===== src/rtl/shift_serializer_if.sv =====
// Word handshake into the serializer and the framed serial stream out of it.
interface shift_serializer_if #(
   parameter int unsigned WIDTH = 4
);
   logic             in_valid;
   logic             in_ready;
   logic [WIDTH-1:0] in_data;
   logic             q;
   logic             q_valid;
   logic             q_last;

   modport master (
      output in_valid,
      output in_data,
      input  in_ready,
      input  q,
      input  q_valid,
      input  q_last
   );

   modport slave (
      input  in_valid,
      input  in_data,
      output in_ready,
      output q,
      output q_valid,
      output q_last
   );
endinterface


===== src/rtl/shift_serializer.sv =====
// Parallel-in, serial-out shifter: one WIDTH-bit word per frame, one bit per clock on q.
// Optional even-parity trailer bit enabled by defining SHIFT_SERIALIZER_PARITY_EN.
module shift_serializer #(
   parameter int unsigned WIDTH     = 4,
   parameter int unsigned MSB_FIRST = 0
) (
   input logic               clk,
   input logic               rstn,
   shift_serializer_if.slave bus
);

`ifdef SHIFT_SERIALIZER_PARITY_EN
   localparam int unsigned NBITS = WIDTH + 1;
`else
   localparam int unsigned NBITS = WIDTH;
`endif
   localparam int unsigned CW    = $clog2(NBITS + 1);
   localparam logic [CW-1:0] LAST_IDX = CW'(NBITS - 1);

   typedef enum logic [0:0] {
      IDLE  = 1'b0,
      SHIFT = 1'b1
   } state_t;

   state_t           state_q, state_d;
   logic [WIDTH-1:0] shreg_q, shreg_d;
   logic [CW-1:0]    cnt_q, cnt_d;
   logic             q_q, q_d;
   logic             q_valid_q, q_valid_d;
   logic             q_last_q, q_last_d;
`ifdef SHIFT_SERIALIZER_PARITY_EN
   logic             par_q, par_d;
`endif

   logic [WIDTH-1:0] ordered_c;
   logic             last_c;
   logic             in_ready_c;
   logic             accept_c;

   // Word rearranged so that bit 0 is always the first to leave.
   always_comb begin
      ordered_c = '0;
      for (int i = 0; i < int'(WIDTH); i++) begin
         if (MSB_FIRST != 0) ordered_c[i] = bus.in_data[int'(WIDTH) - 1 - i];
         else                ordered_c[i] = bus.in_data[i];
      end
   end

   // Ready depends on state/counter only; a new word may land on the last-bit cycle.
   always_comb begin
      last_c     = (state_q == SHIFT) && (cnt_q == LAST_IDX);
      in_ready_c = !rstn && ((state_q == IDLE) || last_c);
      accept_c   = bus.in_valid && in_ready_c;
   end

   always_comb begin
      state_d   = state_q;
      shreg_d   = shreg_q;
      cnt_d     = cnt_q;
      q_d       = 1'b0;
      q_valid_d = 1'b0;
      q_last_d  = 1'b0;
`ifdef SHIFT_SERIALIZER_PARITY_EN
      par_d     = par_q;
`endif

      unique case (state_q)
         IDLE: begin
         end
         SHIFT: begin
            if (last_c) begin
               state_d = IDLE;
            end else begin
               cnt_d     = cnt_q + CW'(1);
               shreg_d   = shreg_q >> 1;
               q_d       = shreg_q[0];
               q_valid_d = 1'b1;
               q_last_d  = (cnt_q == (LAST_IDX - CW'(1)));
`ifdef SHIFT_SERIALIZER_PARITY_EN
               if (cnt_q == CW'(WIDTH - 1)) q_d = par_q;
`endif
            end
         end
         default: state_d = IDLE;
      endcase

      // A load overrides both the idle hold and the end-of-frame return to IDLE.
      if (accept_c) begin
         state_d   = SHIFT;
         cnt_d     = '0;
         shreg_d   = ordered_c >> 1;
         q_d       = ordered_c[0];
         q_valid_d = 1'b1;
         q_last_d  = 1'b0;
`ifdef SHIFT_SERIALIZER_PARITY_EN
         par_d     = ^bus.in_data;
`endif
      end
   end

   always_ff @(posedge clk) begin
      if (rstn) begin
         state_q   <= IDLE;
         shreg_q   <= '0;
         cnt_q     <= '0;
         q_q       <= 1'b0;
         q_valid_q <= 1'b0;
         q_last_q  <= 1'b0;
`ifdef SHIFT_SERIALIZER_PARITY_EN
         par_q     <= 1'b0;
`endif
      end else begin
         state_q   <= state_d;
         shreg_q   <= shreg_d;
         cnt_q     <= cnt_d;
         q_q       <= q_d;
         q_valid_q <= q_valid_d;
         q_last_q  <= q_last_d;
`ifdef SHIFT_SERIALIZER_PARITY_EN
         par_q     <= par_d;
`endif
      end
   end

   assign bus.in_ready = in_ready_c;
   assign bus.q        = q_q;
   assign bus.q_valid  = q_valid_q;
   assign bus.q_last   = q_last_q;

endmodule


===== src/flat_wrapper.sv =====
// flat-port wrapper written by rule: the top's interface ports become plain ports
module shift_serializer_flat 
#(
   parameter int unsigned WIDTH     = 4,
   parameter int unsigned MSB_FIRST = 0
)
  (clk, rstn, bus_in_valid, bus_in_data, bus_in_ready, bus_q, bus_q_valid, bus_q_last);
  shift_serializer_if #(.WIDTH(WIDTH)) bus_i ();
  input logic clk;
  input logic rstn;
  input wire logic [$bits(bus_i.in_valid)-1:0] bus_in_valid;
  input wire logic [$bits(bus_i.in_data)-1:0] bus_in_data;
  output wire logic [$bits(bus_i.in_ready)-1:0] bus_in_ready;
  output wire logic [$bits(bus_i.q)-1:0] bus_q;
  output wire logic [$bits(bus_i.q_valid)-1:0] bus_q_valid;
  output wire logic [$bits(bus_i.q_last)-1:0] bus_q_last;
  assign bus_i.in_valid = bus_in_valid;
  assign bus_i.in_data = bus_in_data;
  assign bus_in_ready = bus_i.in_ready;
  assign bus_q = bus_i.q;
  assign bus_q_valid = bus_i.q_valid;
  assign bus_q_last = bus_i.q_last;
  shift_serializer #(.WIDTH(WIDTH), .MSB_FIRST(MSB_FIRST)) u_core (.clk(clk), .rstn(rstn), .bus(bus_i));
endmodule

===== config.mk =====
export PLATFORM = sky130hd
export DESIGN_NAME = shift_serializer_flat
export DESIGN_NICKNAME = d
export VERILOG_FILES = /design/src/rtl/shift_serializer_if.sv /design/src/rtl/shift_serializer.sv /design/src/flat_wrapper.sv
export SDC_FILE = /design/constraint.sdc
export NUM_CORES = 1
export LEC_CHECK = 0
export CORE_AREA = 2 2 39 41
export CTS_BUF_LIST = sky130_fd_sc_hd__clkbuf_16
export DETAILED_ROUTE_END_ITERATION = 7
export DIE_AREA = 0 0 41 43
export PLACE_DENSITY = 0.63
export SYNTH_ARGS = -nofsm -noshare
export SYNTH_HDL_FRONTEND = slang
export SYNTH_SLANG_ARGS = --single-unit

===== constraint.sdc =====
create_clock -name clk -period 1.9 [get_ports clk]
set_input_delay 0.285 -clock clk [delete_from_list [all_inputs] [get_ports clk]]
set_output_delay 0.285 -clock clk [all_outputs]
set_load 0.005 [all_outputs]

==> impl_metrics.tcl, run 1 <==
set metrics [dict create \
    synth.yosys.seq_area_share 0.4444 \
    detail_route_met2_wl_um 402 \
    ys_top_cells_by_count "9 x dfxtp_1, 5 x nor2_1, 3 x a21oi_1, 3 x ha_1, 3 x mux2i_1" \
    cts.reportedPaths.clkPinSlew_ns 0.04 \
    globalRoute.totalOverflow 0 \
    end_kind "output pin" \
    crit_path_top_delay_cell "clkdlybuf4s50_1" \
    power.share.combinational 0.098 \
    sw_frac_of_total 0.1969 \
    synthXorXnorAreaFrac 0 \
    synth_top_family_by_area "simple AND/OR/NAND/NOR gates" \
    max-vdd-ir-drop_mv 0.3660 \
    met1_layer_wirelength_in_the_final_routing_um 383 \
    htree_num_levels 1 \
    critical_path_arrival_ns 1.54 \
    power.share.clock 0.580 \
    port_buffers 10 \
    viasPerCell 4.671 \
    muxShareOfSynthArea 0.07407 \
    instances_no_fill 73 \
    synth_area_um2 405.4 \
    die_width_um 41 \
    grt.total_usage 0.1289 \
    synthDominantAreaCellType "dfxtp_1" \
    netlist.area_leader.share 0.4444 \
    number_of_enable_type_register_cells_in_the_synthesized_netlist 0 \
    power_density_mw_per_mm2 1040 \
    worst_slew_pin_slew_ns 0.3387 \
    synth_compound_area_frac 0.09568 \
    met3_wirelength_um 42 \
    hold_path.class "reg2reg" \
    ys.flop_type "dfxtp_1" \
    synth_simple_gate_area_frac 0.2253 \
    grt_pass1_wl_um 1400 \
    topRoutingLayerUsed "met4" \
    max_cap_viol_count 0 \
    floorplan.io_pins 11 \
    synth.yosys.warnings 0 \
    finalHoldViolCount 0 \
    syn_area_per_cell_um2 9.428 \
    clkLatencyLatePin_ns 0.24 \
    post-route-min-period_ns 1.828 \
    floorplan.core_area_mm2 0.001384 \
    max_freq_mhz 546.9 \
    setup_viol 0 \
    synthMostInstantiatedCell "dfxtp_1" \
    crit_path_max_fanout 3 \
    synth_top_cells_by_area "dfxtp_1 44%, ha_1 9.3%, mux2i_1 7.4%" \
    cts-root-buf "clkbuf_16" \
    dr.first_iter.drc_count 11 \
    cts-buffers-inserted 3 \
    async_flop_share 0 \
    dpl_worst_slack_ns 0.2892 \
    gp_routability_congestion 0.6596 \
    fp.dieH_um 43 \
    layout_setup_ws_ns 0.07160 \
    first_pass_iters 4 \
    crit_chain "ha_1 -> ha_2 -> nor2b_2 -> nor2_1 -> clkdlybuf4s50_1" \
    clkSinkCount 9 \
    ys_ff_latch 9 \
    syn2layout_area_growth_pct 50.93 \
    cts_max_path_buffers 2 \
    num_antenna_cells 0 \
    die_area_mm2 0.001763 \
    post_route_cells_drive_above_1_share 0.1579 \
    p_int_mw 0.5112 \
    layout_worst_path_cycle_share 0.9623 \
    timing.final.max_slew_violations 0 \
    rsz0062_at_grt "no" \
    cp_slowest_stage_delay_ns 0.50 \
    routed-via-count 341 \
    synth_cell_types 20 \
    start_util 0.2929 \
    fin_nets 68 \
    run_status "completed" \
    cts_hold_buffers_added 0 \
    post-place-cells 68 \
    grt_pass1_vias 305 \
    final.setup_skew_ns 0.001680 \
    slew_headroom 0.7735 \
    antenna_found_initial 0 \
    grt_max_degree 10 \
    cell_rows 14 \
    worst_ep_required_time_ns 1.62 \
    fin_util 0.4421 \
    cts_tree "done" \
    timing.critical_path.from_type "flop" \
    wl_um 868 \
    drc 0 \
    total_leakage_power_nw 0.2491 \
    fin_setup_tns_ns 0 \
    net-switching-power_mw 0.1253 \
    drt.antenna.violating_nets 0 \
    synth_cells 43 \
    dpl.hpwl_um 545.8 \
    p_seq_frac 0.322 \
    routed_wire_length_per_instance_um 11.89 \
    synth-adder-area-share 0.09259 \
    totalPowerFinal_mw 0.6365 \
    worst-setup-path-type "reg2out" \
    nets_in_the_synthesized_netlist 53 \
]
==> stage by stage <==
step / instance area, um2 / hold slack (ns)
after global placement: 520.5 / 0.4111
after CTS: 601.8 / 0.4274
after detailed placement: 520.5 / 0.4193
after floorplan: 405.4 / 0.3997
after global routing: 611.8 / 0.4609
final: 611.8 / 0.4290
==> cell families (layout without fill, tap and decap cells) <==
logic type	Yosys count	in the layout
adders and majority gates	3	3
and+or+nand+nor	17	17
AOI/OAI and AO/OA	6	6
DFF	9	9
buffers and inverters	5	19
muxes	3	3
==> cells in the final DEF (no fill, tap or decap) <==
| master | count |
|---|---|
| a21oi_1 | 3 |
| nand3b_1 | 1 |
| a21oi_2 | 1 |
| or2b_1 | 1 |
| buf_4 | 3 |
| nand2_1 | 2 |
| mux2i_1 | 3 |
| nor4b_1 | 1 |
| inv_1 | 3 |
| a211oi_1 | 2 |
| ha_2 | 1 |
| nor2_1 | 5 |
| clkdlybuf4s50_1 | 10 |
| dfxtp_1 | 9 |
| nor3_1 | 1 |
| ha_1 | 2 |
| nand2b_1 | 2 |
| clkbuf_16 | 3 |
| or3_1 | 2 |
| nor2b_2 | 1 |
| nand3_1 | 1 |
==> state kept, by name, indices dropped and copies added (netlist names) <==
| register | flops |
|---|---|
| u_core.cnt_q | 3 |
| u_core.shreg_q | 3 |
| u_core.bus.q | 1 |
| u_core.bus.q_last | 1 |
| u_core.state_q | 1 |
==> metal layers <==
metal / vias up / global-route usage
met5: - / 0
met4: 0 / 0.1400
met3: 4 / 0.04712
met2: 13 / 0.1531
met1: 150 / 0.1591
li1: 174 / -
==> area by class of cell <==
class	instances	area [um2]
inverter	2	7.507
fill	142	772.0
timing repair buffer	13	122.6
sequential	9	180.2
clock inverter	1	3.754
multi-input combinational	29	202.7
clock buffer	3	75.07
tap	16	20.02
==> path summary, 6_finish.rpt <==
check | from | end | slack, ns | cells past startpoint
min reg2reg | u_core.cnt_q[2] | u_core.bus.q_last | 0.43 | 1
min | u_core.cnt_q[2] | u_core.bus.q_last | 0.43 | 1
max reg2reg | u_core.cnt_q[1] | u_core.cnt_q[2] | 0.37 | 7
max | u_core.cnt_q[1] | bus_in_ready | 0.07 | 5
==> power by group through the flow <==
| stage | registers, mW | logic [mW] | clock network (mW) |
|---|---|---|---|
| floorplan | 0.207 | 0.0325 | 0 |
| global placement | 0.207 | 0.0584 | 0 |
| detailed placement | 0.208 | 0.0590 | 0 |
| CTS | 0.205 | 0.0602 | 0.375 |
| global route | 0.206 | 0.0688 | 0.386 |
| finish | 0.205 | 0.0625 | 0.369 |
==> what timing repair did <==
action / CTS / global route
resized for setup: 1 / 1
buffers inserted: 0 / 1
endpoints found under the setup margin: 1 / 1
==> critical path, delay by kind of cell (launching register included) <==
kind          cells  cell delay, ns
fa+ha+maj         2            0.34
buf+inv           1            0.50
flops             1            0.35
simple gates      2            0.13
(Power assumes the default switching activity.)
==> inputs of run 2 (changes only) <==
CELL_PAD_IN_SITES_DETAIL_PLACEMENT = 1   (was unset)
CELL_PAD_IN_SITES_GLOBAL_PLACEMENT = 2   (was unset)
CORE_AREA = unset   (was 2 2 39 41)
CORE_MARGIN = 2   (was unset)
CORE_UTILIZATION = 27   (was unset)
DIE_AREA = unset   (was 0 0 41 43)
PLACE_DENSITY = 0.83   (was 0.63)
==> impl_metrics.tcl, run 2 (synthesis gave the netlist of run 1 again) <==
set metrics [dict create \
    run_status "completed" \
    max_cap_viol_count 0 \
    fin_nets 67 \
    post-route-min-period_ns 1.555 \
    critical_path_arrival_ns 1.27 \
    dr.first_iter.drc_count 6 \
    net-switching-power_mw 0.1218 \
    timing.critical_path.depth 5 \
    max-vdd-ir-drop_mv 0.4008 \
    totalPowerFinal_mw 0.6304 \
    total_leakage_power_nw 0.2575 \
    slew_headroom 0.7650 \
    floorplan.core_area_mm2 0.001350 \
    mostFrequentLayoutCells "9 x clkdlybuf4s50_1, 9 x dfxtp_1, 5 x nor2_1" \
    power.share.combinational 0.094 \
    cts_max_path_buffers 2 \
    path_delay_family "adder cells" \
    power_density_mw_per_mm2 1045 \
    port_buffers 10 \
    gp_routability_congestion 0.6956 \
    top_regs "u_core.cnt_q (3), u_core.shreg_q (3)" \
    hold-path-cell-count 1 \
    floorplan.io_pins 11 \
    dpl.hpwl_um 610.5 \
    sw_frac_of_total 0.1932 \
    p_int_mw 0.5086 \
    postCtsSetupRepairBufs 0 \
    drc 0 \
    htree_num_levels 1 \
    worst_slew_pin_slew_ns 0.3515 \
    finalHoldViolCount 0 \
    max_freq_mhz 643.0 \
    clkLatencyLatePin_ns 0.23 \
    power.share.clock 0.581 \
    wl_um 887 \
    cts-buffers-inserted 3 \
    grt_max_degree 10 \
    first_pass_iters 4 \
    grt_pass1_vias 312 \
    worst_path_most_repeated_cell "ha_1" \
    routed_wire_length_per_instance_um 12.49 \
    antenna_found_initial 0 \
    syn2layout_area_growth_pct 48.77 \
    crit_chain "ha_1 -> ha_1 -> nor2b_2 -> nor2_1 -> dlymetal6s2s_1" \
    worst-setup-path-type "reg2out" \
    crit_path_top_delay_cell "dfxtp_1" \
    grt.total_usage 0.1136 \
    globalRoute.totalOverflow 0 \
    fillerInstances 155 \
    cts.reportedPaths.clkPinSlew_ns 0.04 \
    crit_buf_inv 1 \
    hold_path.class "reg2reg" \
    cell_rows 13 \
    clkSinkCount 9 \
    die_area_mm2 0.001828 \
    timing.final.max_slew_violations 0 \
    timing.critical_path.from_type "flop" \
    rr_worst_depth 4 \
    start_util 0.3003 \
    num_antenna_cells 0 \
    layout_worst_path_cycle_share 0.8186 \
    fp.dieH_um 42.75 \
    end_kind "output pin" \
    post_route_cells_drive_above_1_share 0.1250 \
    worst_ep_required_time_ns 1.62 \
    cp_slowest_stage_delay_ns 0.31 \
    setup_viol 0 \
    drt.antenna.violating_nets 0 \
    die_width_um 42.75 \
    rsz0062_at_grt "no" \
    final.setup_skew_ns 0.001960 \
    crit_path_max_fanout 2 \
    cts_tree "done" \
    grt_pass1_wl_um 1504 \
    cts-root-buf "clkbuf_16" \
    viasPerCell 4.789 \
    routed-via-count 340 \
    fin_setup_tns_ns 0 \
    p_seq_frac 0.325 \
]
run 2: repair_timing:
item / in CTS / in global routing
resized for setup: 0 / 2
hold buffers: 0 / 0
endpoints found under the hold margin: 0 / 0
endpoints found under the setup margin: 0 / 1
run 2: metal layers:
metal	global-route usage	up-vias	part of all wire
met3	0.02979	2	0.056
met1	0.1594	155	0.50
li1	-	171	-
met2	0.1394	12	0.42
met4	0.09375	0	0.023
met5	0	-	0
run 2: per-stage QoR:
step	cell area, um2	utilization	std cells	hold WS, ns	setup slack, ns
after global placement	519.2	0.3846	67	0.4139	0.2885
after CTS	598.1	0.4430	71	0.4276	0.002290
after global routing	603.1	0.4467	71	0.4631	0.2367
after detailed placement	519.2	0.3846	67	0.4201	0.2602
after floorplan	405.4	-	43	0.3997	0.6162
final	603.1	0.4467	71	0.4326	0.3447
run 2: power groups by stage:
stage	Sequential (mW)	Clock, mW	Combinational [mW]
after floorplan	0.207	0	0.0325
after global placement	0.208	0	0.0589
after detailed placement	0.208	0	0.0594
after CTS	0.205	0.369	0.0602
after global routing	0.206	0.382	0.0655
final	0.205	0.366	0.0594
run 2: cell type report:
| cell class | count | area [um2] | area share |
|---|---|---|---|
| Clock buffer | 3 | 75.07 | 0.1245 |
| Clock inverter | 1 | 3.754 | 0.006224 |
| Inverter | 2 | 7.507 | 0.01245 |
| Multi-Input combinational cell | 29 | 200.2 | 0.3320 |
| Sequential cell | 9 | 180.2 | 0.2988 |
| Tap cell | 15 | 18.77 | 0.03112 |
| Timing Repair Buffer | 12 | 117.6 | 0.1950 |
run 2: final timing paths:
check / start / end / slack, ns
min: u_core.cnt_q[2] / u_core.bus.q_last / 0.43
max reg2reg: u_core.cnt_q[0] / u_core.bus.q_last / 0.47
max: u_core.cnt_q[0] / bus_in_ready / 0.34
min reg2reg: u_core.cnt_q[2] / u_core.bus.q_last / 0.43
